<file path="src/rtl/extfreq_master.sv">
// ---------------------------------------------------------------------------
// extfreq_master
//
// Master-side timing source for the external-frequency link. The local
// 125 MHz clock is divided by DIV to produce the shared link frequency that
// slave boards multiply back up. Counter-reset and inhibit commands travel
// as short serial frames on a companion command line, one bit per freqout
// period. A local CNT_W-bit counter mirrors the count the slaves hold.
//
// Frame on cmd (MSB first, each bit held one freqout period):
//   start=1, op[1:0], [parity], stop=0
//   op 01 = reset counter, 10 = inhibit on, 11 = inhibit off
//
// Optional feature (macro EXTFREQ_CMD_PARITY_EN):
//   defined   -> odd parity bit over op inserted before stop (5-bit frame)
//   undefined -> no parity bit (4-bit frame), all other timing unchanged
//
// Parameters:
//   DIV    clock divide ratio for freqout (even, >= 4)
//   CNT_W  width of the mirrored counter
//
// Ports:
//   clk            in   125 MHz system clock
//   reset_n        in   asynchronous, active-low reset
//   enable         in   link enable; 0 stops freqout and command traffic
//   cnt_reset_req  in   one-clk pulse requesting a counter reset everywhere
//   inhibit        in   level; requested counter-inhibit state
//   freqout        out  link frequency, clk/DIV, 50% duty
//   cmd            out  serial command line, idle 0
//   busy           out  request pending or frame in flight
//   counter        out  local counter mirroring the slave counters
// ---------------------------------------------------------------------------
module extfreq_master #(
  parameter int DIV   = 8,
  parameter int CNT_W = 22
) (
  input  logic             clk,
  input  logic             reset_n,
  input  logic             enable,
  input  logic             cnt_reset_req,
  input  logic             inhibit,
  output logic             freqout,
  output logic             cmd,
  output logic             busy,
  output logic [CNT_W-1:0] counter
);

  localparam int PH_W = (DIV > 2) ? $clog2(DIV) : 1;
  localparam logic [PH_W-1:0] PH_LAST = PH_W'(DIV - 1);
  localparam logic [PH_W-1:0] PH_HALF = PH_W'(DIV / 2);

`ifdef EXTFREQ_CMD_PARITY_EN
  localparam int FRAME_LEN = 5;
`else
  localparam int FRAME_LEN = 4;
`endif

  localparam int IDX_W = 3;
  localparam logic [IDX_W-1:0] IDX_LAST = IDX_W'(FRAME_LEN - 1);

  localparam logic [1:0] ST_IDLE = 2'd0;
  localparam logic [1:0] ST_SEND = 2'd1;
  localparam logic [1:0] ST_GAP  = 2'd2;

  localparam logic [1:0] OP_RST     = 2'b01;
  localparam logic [1:0] OP_INH_ON  = 2'b10;
  localparam logic [1:0] OP_INH_OFF = 2'b11;

  logic [PH_W-1:0]      r_phase;
  logic [1:0]           r_state;
  logic [1:0]           r_op;
  logic [IDX_W-1:0]     r_bitIdx;
  logic [FRAME_LEN-1:0] r_shift;
  logic                 r_pendRst;
  logic                 r_lastSentInh;
  logic                 r_appliedInh;
  logic [CNT_W-1:0]     r_counter;

  logic                 w_boundary;
  logic                 w_inhPending;
  logic                 w_reqPending;
  logic [1:0]           w_newOp;
  logic                 w_completing;
  logic                 w_completeRst;
  logic                 w_completeInh;

  // Full frame image for a given op, start bit in the MSB so the frame can
  // be shifted out left; parity makes the count of ones over op odd.
  function automatic logic [FRAME_LEN-1:0] frameBits(input logic [1:0] op);
`ifdef EXTFREQ_CMD_PARITY_EN
    return {1'b1, op, ~(op[1] ^ op[0]), 1'b0};
`else
    return {1'b1, op, 1'b0};
`endif
  endfunction

  // A boundary is the cycle where freqout rises; every cmd change and every
  // frame decision happens on the clock edge that ends such a cycle.
  assign w_boundary = enable & (r_phase == '0);

  // The inhibit request is judged against what the slaves were last told,
  // so a level that toggles away and back before a frame starts is silent.
  assign w_inhPending = inhibit ^ r_lastSentInh;
  assign w_reqPending = r_pendRst | w_inhPending;

  // Counter reset outranks inhibit; the inhibit frame follows after the gap.
  assign w_newOp = r_pendRst ? OP_RST : (inhibit ? OP_INH_ON : OP_INH_OFF);

  // The boundary ending the stop bit is where the frame takes effect.
  assign w_completing  = w_boundary & (r_state == ST_SEND) & (r_bitIdx == IDX_LAST);
  assign w_completeRst = w_completing & (r_op == OP_RST);
  assign w_completeInh = w_completing & r_op[1];

  // Phase counter for the divider; parked at zero while the link is off so
  // the first enabled cycle is immediately a boundary.
  always_ff @(posedge clk or negedge reset_n) begin
    if (!reset_n) begin
      r_phase <= '0;
    end else if (!enable) begin
      r_phase <= '0;
    end else if (r_phase == PH_LAST) begin
      r_phase <= '0;
    end else begin
      r_phase <= r_phase + 1'b1;
    end
  end

  // Frame sequencer. Dropping enable aborts whatever is on the line without
  // applying it; pending requests survive and restart from the start bit.
  // The gap-ending boundary also serves as the next frame's start boundary,
  // so back-to-back frames are separated by exactly one idle period.
  always_ff @(posedge clk or negedge reset_n) begin
    if (!reset_n) begin
      r_state  <= ST_IDLE;
      r_op     <= '0;
      r_bitIdx <= '0;
      r_shift  <= '0;
    end else if (!enable) begin
      r_state  <= ST_IDLE;
      r_bitIdx <= '0;
      r_shift  <= '0;
    end else if (w_boundary) begin
      case (r_state)
        ST_IDLE: begin
          if (w_reqPending) begin
            r_state  <= ST_SEND;
            r_op     <= w_newOp;
            r_shift  <= frameBits(w_newOp);
            r_bitIdx <= '0;
          end
        end
        ST_SEND: begin
          if (r_bitIdx == IDX_LAST) begin
            r_state <= ST_GAP;
            r_shift <= '0;
          end else begin
            r_shift  <= {r_shift[FRAME_LEN-2:0], 1'b0};
            r_bitIdx <= r_bitIdx + 1'b1;
          end
        end
        ST_GAP: begin
          if (w_reqPending) begin
            r_state  <= ST_SEND;
            r_op     <= w_newOp;
            r_shift  <= frameBits(w_newOp);
            r_bitIdx <= '0;
          end else begin
            r_state <= ST_IDLE;
          end
        end
        default: begin
          r_state <= ST_IDLE;
        end
      endcase
    end
  end

  // Pending counter reset. Extra pulses before completion merge into the
  // one frame; a pulse landing on the completion edge itself is kept as a
  // fresh request rather than being swallowed.
  always_ff @(posedge clk or negedge reset_n) begin
    if (!reset_n) begin
      r_pendRst <= 1'b0;
    end else if (cnt_reset_req) begin
      r_pendRst <= 1'b1;
    end else if (w_completeRst) begin
      r_pendRst <= 1'b0;
    end
  end

  // Applied and last-sent inhibit move together, only when an inhibit frame
  // completes; op 10 turns inhibit on, op 11 turns it off.
  always_ff @(posedge clk or negedge reset_n) begin
    if (!reset_n) begin
      r_lastSentInh <= 1'b0;
      r_appliedInh  <= 1'b0;
    end else if (w_completeInh) begin
      r_lastSentInh <= ~r_op[0];
      r_appliedInh  <= ~r_op[0];
    end
  end

  // Mirrored counter. The clear from a completed reset frame wins over the
  // increment so master and slaves restart from the same edge.
  always_ff @(posedge clk or negedge reset_n) begin
    if (!reset_n) begin
      r_counter <= '0;
    end else if (w_completeRst) begin
      r_counter <= '0;
    end else if (enable && !r_appliedInh) begin
      r_counter <= r_counter + 1'b1;
    end
  end

  // Outputs are gated so the link goes quiet the moment enable or reset
  // drops, without waiting for a clock edge.
  assign freqout = reset_n & enable & (r_phase < PH_HALF);
  assign cmd     = enable & (r_state == ST_SEND) & r_shift[FRAME_LEN-1];
  assign busy    = reset_n & (r_pendRst | w_inhPending | (r_state != ST_IDLE));
  assign counter = r_counter;

endmodule

</file>
<file path="config.mk">
export PLATFORM = sky130hd
export DESIGN_NAME = extfreq_master
export DESIGN_NICKNAME = d
export VERILOG_FILES = /design/src/rtl/extfreq_master.sv
export SDC_FILE = /design/constraint.sdc
export NUM_CORES = 1
export LEC_CHECK = 0
export CAP_MARGIN = 30
export CORE_ASPECT_RATIO = 0.9
export CORE_MARGIN = 2
export CORE_UTILIZATION = 53
export CTS_CLUSTER_SIZE = 12
export DETAILED_ROUTE_END_ITERATION = 8
export PLACE_DENSITY = 0.87
export SLEW_MARGIN = 20
export SYNTH_ARGS = -nofsm -noshare
export SYNTH_HDL_FRONTEND = slang
export SYNTH_SLANG_ARGS = --single-unit
</file>
<file path="constraint.sdc">
create_clock -name clk -period 1.9 [get_ports clk]
set_input_delay 0.285 -clock clk [delete_from_list [all_inputs] [get_ports clk]]
set_output_delay 0.285 -clock clk [all_outputs]
set_load 0.05 [all_outputs]
</file>
==> impl_metrics.py <==
metrics = {
    "outcome": {
        "status": "finished clean",
    },
    "worst_hold_path": {
        "min_path_cells": 1,
        "hp-start": "r_phase[0]",
        "hold_path_class": "flip-flop to flip-flop",
        "min_to": "r_phase[0]",
    },
    "cts": {
        "worstSkewPairLatency_ns": 0.29,
        "clk_pin_slew_ns": 0.07,
        "cts_tree": "done",
        "clock_sink_count": 37,
        "cts_setup_buffers": 0,
        "cts-buffers-inserted": 5,
        "cts-root-buf": "clkbuf_8",
        "htreeDepth": 2,
        "cts.path.max_buffers": 2,
    },
    "yosys": {
        "synth.distinct_cells": 46,
        "synth_area_per_cell_um2": 9.717,
        "synthCells": 201,
        "synth-edff-count": 0,
        "yosysSeqAreaShare": 0.4741,
        "ys_warn_count": 0,
        "synthArstFlopShare": 1.000,
        "syn_nets": 212,
        "yosysTopAreaCellShare": 0.4741,
        "synth_seq_cells": 37,
        "synthTopCellsByArea": "dfrtp_1, ha_1, xor2_1",
        "dominantRegCellSynth": "dfrtp_1",
        "yosys.area.top_type": "dfrtp_1",
        "synth_area_um2": 1953,
    },
    "sta": {
        "finalHoldViolCount": 0,
        "maxSlewHeadroom": 0.6680,
        "drv_slew": 0,
        "rsz0062_at_grt": "no",
        "skew_ns": 0.009218,
        "period_share": 0.9754,
        "max_freq_mhz": 539.6,
        "holdWs_ns": 0.4772,
        "finalSetupViolations": 0,
        "final.setup.worst_slack_ns": 0.04671,
        "worst_pin_slew_ns": 0.4965,
        "fin_crit_ns": 1.853,
    },
    "final_layout": {
        "fin_nets": 263,
        "regArea_um2": 930.9,
        "fillers": 246,
        "drive_gt1_frac": 0.2143,
        "num_antenna_cells": 0,
        "final_cells": 296,
        "syn2layout_area_growth_pct": 33.38,
        "multi_input_area_um2": 1002,
    },
    "setup_path": {
        "cp.arrival_ns": 1.57,
        "critPathTopFamily": "buffers and inverters",
        "critPathBufInv": 1,
        "cp_max_fo": 8,
        "endpoint_kind": "output port",
        "required_ns": 1.62,
        "critPathSlowestCell": "clkdlybuf4s50_1",
        "cp-start-kind": "flip-flop",
        "r2r_start": "r_bitIdx[0]",
        "timing.rr.end": "counter[17]",
        "ff2ff_setup_slack_ns": 0.10,
        "worstSetupPathType": "flip-flop to output port",
        "worst-r2r-cell-count": 6,
        "critical_path.max_stage_delay_ns": 0.83,
        "cp_cell_sequence": "clkdlybuf4s50_1",
    },
    "place": {
        "dp_hpwl_um": 3371,
        "pre_cts_ws_ns": -0.08324,
        "post-place-cells": 288,
        "port_buffers": 29,
        "finalWeightedCongestion": 0.8296,
    },
    "global_route": {
        "grt_first_pass_wirelength_um": 7803,
        "grt_max_degree": 28,
        "grt_util_all_layers": 0.2539,
        "gr-total-overflow": 0,
        "grt_antenna_before_repair": 0,
        "grt_pass1_vias": 1653,
    },
    "routing": {
        "drc": 0,
        "wl_um": 4728,
        "ant_nets": 0,
        "drt_iter0_drc": 119,
        "drtPass1Iterations": 4,
        "wl_per_cell_um": 15.97,
        "via_per_inst": 5.970,
        "route.vias.total": 1767,
    },
    "die": {
        "die_y_um": 61.59,
        "coreArea_um2": 3453,
        "num_rows": 20,
        "pin_count": 30,
        "dieArea_um2": 4188,
        "die_w_um": 67.99,
        "initial_core_util": 0.5656,
    },
    "pwr": {
        "power.leakage_nw": 1.127,
        "p_total_w": 0.002532,
        "ir_drop_mv": 1.224,
        "power_density_nw_per_um2": 971.9,
    },
    "flow_run": {
        "maxCapViolCount": 0,
    },
}
[sequential cells by signal, indices dropped and copies added (netlist names)]
name	flops
r_appliedInh	1
counter	22
r_phase	3
r_pendRst	1
r_bitIdx	3
r_state	2
r_shift	3
r_op	2
[report_power, final]
part	internal (W)	switching (W)	leakage (nW)
registers	0.000896	0.000138	0.481
logic	0.000315	0.000521	0.591
clock network	0.000382	0.000279	0.0540
total	0.00159	0.000939	1.13
[kinds of logic (layout without fill, tap and decap cells)]
kind of cell / after synthesis / after routing / share of synthesized area
flops: 37 / 37 / 0.4741
simple gates: 88 / 88 / 0.2595
buf+inv: 15 / 66 / 0.03459
xor+xnor: 10 / 10 / 0.04485
compound gates: 42 / 42 / 0.1326
fa+ha+maj: 6 / 6 / 0.03844
mux: 3 / 3 / 0.01602
[Yosys cell counts (3+ instances only)]
cell,n
a21oi_1,13
and2_1,3
dfrtp_1,37
ha_1,6
inv_1,8
nand2_1,18
nand2b_1,3
nand3_1,11
nand4_1,7
nor2_1,14
nor3_1,4
o21a_1,3
o21ai_0,12
o31ai_1,6
or3_1,3
or4_1,7
xor2_1,8
[how the worst max path moves through the flow]
stage                startpoint          end  slack (ns)  cells past startpoint
floorplan            counter[5]  counter[15]        0.02                      5
global placement         enable      freqout       0.009                      6
detailed placement      inhibit      r_op[0]       -0.08                      5
CTS                      enable      freqout        0.02                      6
global route        counter[14]  counter[14]       0.002                      1
finish               counter[3]   counter[3]        0.05                      1
[layout by cell type (no fill, tap or decap), drive strengths merged, types with 2 or more instances in the layout]
master / count
nand3: 11
nand4: 8
buf: 26
ha: 6
inv: 8
o211ai: 2
and4: 3
or3: 4
o21ai: 12
clkbuf: 5
nor2: 14
and2: 4
and3b: 2
xnor2: 2
dfrtp: 37
nor3: 4
nor2b: 2
clkdlybuf4s50: 23
nand2b: 3
o31ai: 6
o21a: 3
xor2: 8
nand2: 18
mux2i: 2
or4: 7
a21oi: 13
and3: 3
[per-stage QoR]
step | area (um2) | util | setup TNS, ns
floorplan | 1963 | - | 0
global placement | 2451 | 0.7098 | 0
detailed placement | 2451 | 0.7098 | -0.2340
CTS | 2570 | 0.7442 | 0
global route | 2605 | 0.7543 | 0
finish | 2605 | 0.7543 | 0
[worst register-to-register path, delay by kind of cell, from the launching register on]
kind / cells / cell delay (ns)
adders and majority gates: 2 / 0.39
DFF: 1 / 0.40
and+or+nand+nor: 4 / 0.96
[area by class of cell]
cell class,count,area share
Sequential cell,37,0.3573
Timing Repair Buffer,51,0.1854
Clock buffer,5,0.02642
Inverter,8,0.01153
Tap cell,44,0.02113
Clock inverter,2,0.01345
Multi-Input combinational cell,149,0.3847
[routing by layer]
| layer | vias up | track usage | share of wire |
|---|---|---|---|
| met2 | 71 | 0.3911 | 0.47 |
| li1 | 829 | - | - |
| met5 | - | 0 | 0 |
| met1 | 861 | 0.3570 | 0.45 |
| met3 | 6 | 0.04753 | 0.065 |
| met4 | 0 | 0.1029 | 0.015 |
[what timing repair did]
item,CTS,global route
hold buffers,1,0
endpoints found under the hold margin,10,0
setup endpoints to repair,1,9
gates resized for setup,1,11
No activity file was read; power rests on OpenSTA's default activity.
